**src/rtl/mae_pkg.sv**
```systemverilog
// Shared widths and helpers for the MAE hard DSP slice model.
package mae_pkg;

   localparam int unsigned A_W = 18;
   localparam int unsigned B_W = 18;
   localparam int unsigned C_W = 40;
   localparam int unsigned P_W = 40;
   localparam int unsigned M_W = 36;

   // Widen the raw 36-bit signed product onto the 40-bit adder/result lane.
   function automatic logic signed [P_W-1:0] mae_sext36to40(input logic signed [M_W-1:0] m);
      return {{(P_W-M_W){m[M_W-1]}}, m};
   endfunction

endpackage

```
**src/rtl/mae_dsp_core_if.sv**
```systemverilog
// Operand, register-control and result bundle of the MAE DSP slice.
interface mae_dsp_core_if;
   import mae_pkg::*;

   logic signed [A_W-1:0] A;
   logic                  A_EN;
   logic                  A_SRST_N;
   logic signed [B_W-1:0] B;
   logic                  B_EN;
   logic                  B_SRST_N;
   logic signed [C_W-1:0] C;
   logic                  C_EN;
   logic                  C_SRST_N;
   logic                  CDIN_FDBK_SEL;
   logic                  P_EN;
   logic                  P_SRST_N;
   logic signed [P_W-1:0] P;

   modport master (
      output A, A_EN, A_SRST_N, B, B_EN, B_SRST_N, C, C_EN, C_SRST_N,
             CDIN_FDBK_SEL, P_EN, P_SRST_N,
      input  P
   );

   modport slave (
      input  A, A_EN, A_SRST_N, B, B_EN, B_SRST_N, C, C_EN, C_SRST_N,
             CDIN_FDBK_SEL, P_EN, P_SRST_N,
      output P
   );

endinterface

```
**src/rtl/mae_pipe_reg.sv**
```systemverilog
// Optional pipeline stage: async clear, sync active-low clear, clock enable,
// or a plain wire when the stage is configured out.
module mae_pipe_reg #(
   parameter int unsigned WIDTH      = 18,
   parameter bit          REGISTERED = 1'b1
) (
   input  logic             CLK,
   input  logic             ARST,
   input  logic             EN,
   input  logic             SRST_N,
   input  logic [WIDTH-1:0] D,
   output logic [WIDTH-1:0] Q
);

   if (REGISTERED) begin : g_reg
      logic [WIDTH-1:0] q_r;

      // Sync clear outranks the enable.
      always_ff @(posedge CLK or posedge ARST) begin
         if (ARST)         q_r <= '0;
         else if (!SRST_N) q_r <= '0;
         else if (EN)      q_r <= D;
      end

      assign Q = q_r;
   end else begin : g_wire
      logic unused_ctrl;
      assign unused_ctrl = ^{CLK, ARST, EN, SRST_N};
      assign Q = D;
   end

endmodule

```
**src/rtl/mae_dsp_core.sv**
```systemverilog
// Behavioural Z1010 MAE DSP slice: signed 18x18 multiply with optional
// A/B/C/multiplier/P registers and a 40-bit post-adder fed from C or P.
module mae_dsp_core
   import mae_pkg::*;
#(
   parameter bit BYPASS_A          = 1'b0,
   parameter bit BYPASS_B          = 1'b0,
   parameter bit BYPASS_C          = 1'b0,
   parameter bit BYPASS_P          = 1'b0,
   parameter bit MULT_HAS_REG      = 1'b0,
   parameter bit POST_ADDER_STATIC = 1'b0,
   parameter bit USE_FEEDBACK      = 1'b0
) (
   input  logic           CLK,
   input  logic           ARST,
   mae_dsp_core_if.slave  bus
);

   if (BYPASS_A != BYPASS_B) begin : g_err_ab
      $error("mae_dsp_core: BYPASS_A and BYPASS_B must be equal");
   end

   if (USE_FEEDBACK && (!BYPASS_P || !POST_ADDER_STATIC)) begin : g_err_fb
      $error("mae_dsp_core: USE_FEEDBACK needs BYPASS_P=1 and POST_ADDER_STATIC=1");
   end

   logic signed [A_W-1:0] a_q;
   logic signed [B_W-1:0] b_q;
   logic signed [C_W-1:0] c_q;
   logic signed [M_W-1:0] m_full;
   logic signed [P_W-1:0] m;
   logic signed [P_W-1:0] m_q;
   logic signed [P_W-1:0] x;
   logic signed [P_W-1:0] s;
   logic signed [P_W-1:0] p_q;

   mae_pipe_reg #(.WIDTH(A_W), .REGISTERED(BYPASS_A)) u_a_reg (
      .CLK(CLK), .ARST(ARST), .EN(bus.A_EN), .SRST_N(bus.A_SRST_N),
      .D(bus.A), .Q(a_q)
   );

   mae_pipe_reg #(.WIDTH(B_W), .REGISTERED(BYPASS_B)) u_b_reg (
      .CLK(CLK), .ARST(ARST), .EN(bus.B_EN), .SRST_N(bus.B_SRST_N),
      .D(bus.B), .Q(b_q)
   );

   mae_pipe_reg #(.WIDTH(C_W), .REGISTERED(BYPASS_C)) u_c_reg (
      .CLK(CLK), .ARST(ARST), .EN(bus.C_EN), .SRST_N(bus.C_SRST_N),
      .D(bus.C), .Q(c_q)
   );

   // Operands are widened before multiplying so the low 36 bits hold the full signed product.
   assign m_full = M_W'(a_q) * M_W'(b_q);
   assign m      = mae_sext36to40(m_full);

   mae_pipe_reg #(.WIDTH(P_W), .REGISTERED(MULT_HAS_REG)) u_m_reg (
      .CLK(CLK), .ARST(ARST), .EN(bus.P_EN), .SRST_N(bus.P_SRST_N),
      .D(m), .Q(m_q)
   );

   // Feedback path only exists when P is registered, so no combinational loop is built.
   if (USE_FEEDBACK) begin : g_fdbk
      assign x = bus.CDIN_FDBK_SEL ? p_q : c_q;
   end else begin : g_no_fdbk
      logic unused_sel;
      assign unused_sel = bus.CDIN_FDBK_SEL;
      assign x = c_q;
   end

   if (POST_ADDER_STATIC) begin : g_add
      assign s = m_q + x;
   end else begin : g_no_add
      logic unused_x;
      assign unused_x = ^x;
      assign s = m_q;
   end

   mae_pipe_reg #(.WIDTH(P_W), .REGISTERED(BYPASS_P)) u_p_reg (
      .CLK(CLK), .ARST(ARST), .EN(bus.P_EN), .SRST_N(bus.P_SRST_N),
      .D(s), .Q(p_q)
   );

   assign bus.P = p_q;

endmodule

```
**src/flat_wrapper.sv**
```systemverilog
// flat-port wrapper written by rule: the top's interface ports become plain ports
module mae_dsp_core_flat import mae_pkg::*;
#(
   parameter bit BYPASS_A          = 1'b0,
   parameter bit BYPASS_B          = 1'b0,
   parameter bit BYPASS_C          = 1'b0,
   parameter bit BYPASS_P          = 1'b0,
   parameter bit MULT_HAS_REG      = 1'b0,
   parameter bit POST_ADDER_STATIC = 1'b0,
   parameter bit USE_FEEDBACK      = 1'b0
)
  (CLK, ARST, bus_A, bus_A_EN, bus_A_SRST_N, bus_B, bus_B_EN, bus_B_SRST_N, bus_C, bus_C_EN, bus_C_SRST_N, bus_CDIN_FDBK_SEL, bus_P_EN, bus_P_SRST_N, bus_P);
  mae_dsp_core_if bus_i ();
  input  logic CLK;
  input  logic ARST;
  input wire logic [$bits(bus_i.A)-1:0] bus_A;
  input wire logic [$bits(bus_i.A_EN)-1:0] bus_A_EN;
  input wire logic [$bits(bus_i.A_SRST_N)-1:0] bus_A_SRST_N;
  input wire logic [$bits(bus_i.B)-1:0] bus_B;
  input wire logic [$bits(bus_i.B_EN)-1:0] bus_B_EN;
  input wire logic [$bits(bus_i.B_SRST_N)-1:0] bus_B_SRST_N;
  input wire logic [$bits(bus_i.C)-1:0] bus_C;
  input wire logic [$bits(bus_i.C_EN)-1:0] bus_C_EN;
  input wire logic [$bits(bus_i.C_SRST_N)-1:0] bus_C_SRST_N;
  input wire logic [$bits(bus_i.CDIN_FDBK_SEL)-1:0] bus_CDIN_FDBK_SEL;
  input wire logic [$bits(bus_i.P_EN)-1:0] bus_P_EN;
  input wire logic [$bits(bus_i.P_SRST_N)-1:0] bus_P_SRST_N;
  output wire logic [$bits(bus_i.P)-1:0] bus_P;
  assign bus_i.A = bus_A;
  assign bus_i.A_EN = bus_A_EN;
  assign bus_i.A_SRST_N = bus_A_SRST_N;
  assign bus_i.B = bus_B;
  assign bus_i.B_EN = bus_B_EN;
  assign bus_i.B_SRST_N = bus_B_SRST_N;
  assign bus_i.C = bus_C;
  assign bus_i.C_EN = bus_C_EN;
  assign bus_i.C_SRST_N = bus_C_SRST_N;
  assign bus_i.CDIN_FDBK_SEL = bus_CDIN_FDBK_SEL;
  assign bus_i.P_EN = bus_P_EN;
  assign bus_i.P_SRST_N = bus_P_SRST_N;
  assign bus_P = bus_i.P;
  mae_dsp_core #(.BYPASS_A(BYPASS_A), .BYPASS_B(BYPASS_B), .BYPASS_C(BYPASS_C), .BYPASS_P(BYPASS_P), .MULT_HAS_REG(MULT_HAS_REG), .POST_ADDER_STATIC(POST_ADDER_STATIC), .USE_FEEDBACK(USE_FEEDBACK)) u_core (.CLK(CLK), .ARST(ARST), .bus(bus_i));
endmodule
```
**config.mk**
```make
export PLATFORM = sky130hd
export DESIGN_NAME = mae_dsp_core_flat
export DESIGN_NICKNAME = d
export VERILOG_FILES = /design/src/rtl/mae_pkg.sv /design/src/rtl/mae_dsp_core_if.sv /design/src/rtl/mae_pipe_reg.sv /design/src/rtl/mae_dsp_core.sv /design/src/flat_wrapper.sv
export SDC_FILE = /design/constraint.sdc
export NUM_CORES = 1
export LEC_CHECK = 0
export BUFFER_PORTS_ARGS = -buffer_cell sky130_fd_sc_hd__buf_2
export CAP_MARGIN = 20
export CORE_UTILIZATION = 40
export DETAILED_ROUTE_END_ITERATION = 7
export PLACE_DENSITY = 0.64
export REMOVE_ABC_BUFFERS = 1
export SYNTH_ARGS = -nofsm -noshare
export SYNTH_HDL_FRONTEND = slang
export SYNTH_SLANG_ARGS = --single-unit
```
**constraint.sdc**
```tcl
create_clock -name vclk -period 11.5
set_clock_uncertainty 0.15 [all_clocks]
set_input_delay 1.15 -clock vclk [all_inputs]
set_output_delay 1.15 -clock vclk [all_outputs]
set_load 0.1 [all_outputs]
```
==> metrics.md <==
| Metric | Value |
|---|---|
| Remaining DRCs | 0 |
| Post-detailed-routing wire length | 26.46 mm |
| # Max-Cap Violations | 0 |
| Mapped Area | 12,060 um2 |
| Tmin final | 9.451 ns |
| Layout cells sized above 1 | 6.310% |
| Final worst-path cycle share | 82.18% |
| Die Ht | 175.6 um |
| CTS resizes | 0 |
| Worst setup SP type | input pin |
| Worst Path Max Fanout | 18 |
| Most frequent cells in the layout | 366 x inv_1, 329 x fa_1, 162 x and2_1 |
| Initial DRC count | 299 |
| Worst endpoint data arrival time | 8.15 ns |
| RSZ-0062 raised after global routing | false |
| Cells after synthesis | 1,318 |
| Final Hold Fails | 0 |
| Top cells by area, synth | fa_1 55%, inv_1 11%, ha_1 9.6% |
| Syn-to-layout area delta | 5.634% |
| WS Path Type | input pin to output port |
| Placeable Area | 29,640 um2 |
| Total global routing overflow | 0 |
| WP buf/inv | 9 |
| Worst slew pin tran | 0.7131 ns |
| Gpl congestion | 0.7940 |
| Post-route antenna net violation count | 0 |
| Status | finished, final reports clean |
| Max stage delay on crit path | 0.58 ns |
| Initial Utilization | 40.69% |
| Post-synthesis sequential area ratio | 0% |
| Synth cell types | 39 |
| Vias in the first global route | 9,003 |
| First-pass GRT wire length | 45.73 mm |
| Multi-input logic area | 10,490 um2 |
| Cell at the slowest stage of the critical path | a211oi_1 |
| Critical Path End Type | output port |
| Postcts setup bufs | 0 |
| Avg Cell Area, Syn | 9.150 um2 |
| Synth warn | 0 |
| # nets final | 1,858 |
| Cell family with most CP delay | adder cells |
| Peak clock frequency supported by timing | 105.8 MHz |
| Via density | 4.785 |
| Row count | 63 |
| All-layer global routing usage | 18.52% |
| Via count | 8,317 |
| Final Max Slew Viols | 0 |
| Pin count of the biggest net entering global routing | 20 |
| FF+latch area | 0 um2 |
| CP most frequent cell | inv_1 |
| Initial antenna violation count | 3 |
| Crit path required time | 10.20 ns |
| Post-CTS Hold Fix Bufs | 0 |
| # IOs | 127 |
| Area leader, netlist | fa_1 |
| Final setup violation count | 0 |
| Port-buffer cells | 76 |
| Die Area | 30,850 um2 |
| Synth top area share | 54.62% |
| DRT Pass-1 Iters | 4 |
| Sequential cell count | 0 |
| Drt wl/cell | 15.22 um |
| Min-Delay Path Class | input pin to output port |
| Rel. slew slack | 52.17% |
| Die X | 175.6 um |
| HPWL Detailed | 22.51 mm |
| Most common cell after layout, fill and taps aside | inv_1 |
| Setup_tns | 0 ns |
| Layout fillers | 2,980 |
| Clock buf count | 0 |
[metrics by stage]
step / area, um2 / std cells / hold WS (ns) / utilization, % / setup WS (ns)
2_1_floorplan: 11870 / 1271 / 2.602 / - / -3.223
6_report: 12740 / 1738 / 2.864 / 42.98 / 2.049
4_1_cts: 12740 / 1737 / 2.879 / 42.97 / 1.987
5_1_grt: 12740 / 1738 / 2.909 / 42.98 / 1.686
3_3_place_gp: 12740 / 1737 / 2.879 / 42.97 / 1.993
3_5_place_dp: 12740 / 1737 / 2.876 / 42.97 / 2.013
[routing by layer]
layer	up-vias	track usage (%)	wire length, um
met5	-	0	23
met4	4	1.232	155
met3	15	0.8009	908
met2	142	33.40	13790
met1	4334	25.69	11580
li1	3822	-	-
[synth_stat cells, drive strengths merged (2+ instances only)]
master  instances
clkbuf         43
ha             93
a21o            9
o21bai          4
inv           366
nand2b          4
and3            2
nor2           14
fa            329
o21a            6
a211oi          3
a31o            2
xor2            3
xnor2          35
nor2b          16
and2          162
nand3           5
buf             4
o211ai          5
nor3            5
o21ai          15
nand2         156
a21oi          24
[path summary, 6_finish.rpt]
check / startpoint / end / slack, ns / depth (start not counted)
setup / recovery: bus_A[17] / bus_P[34] / 2.05 / 25
hold / removal: bus_B[0] / bus_P[0] / 2.86 / 3
[kinds of logic after synthesis]
kind of cell             synth area share [%]
AO/OA/AOI/OAI                           4.545
XOR/XNOR                                2.760
adder cells (fa/ha/maj)                 64.27
buffers and inverters                   12.98
multiplexers                          0.09337
AND/OR/NAND/NOR                         15.36
[layout make-up]
type                            instances  share of cell area (%)
Antenna cell                            1                 0.01964
Inverter                              366                   10.78
Multi-Input combinational cell        905                   82.38
Timing Repair Buffer                   76                   2.986
Tap cell                              390                   3.831
Power is left out: the tool's default activity adds up to more than one toggle a clock period on the data nets, which glitch-free logic cannot reach.
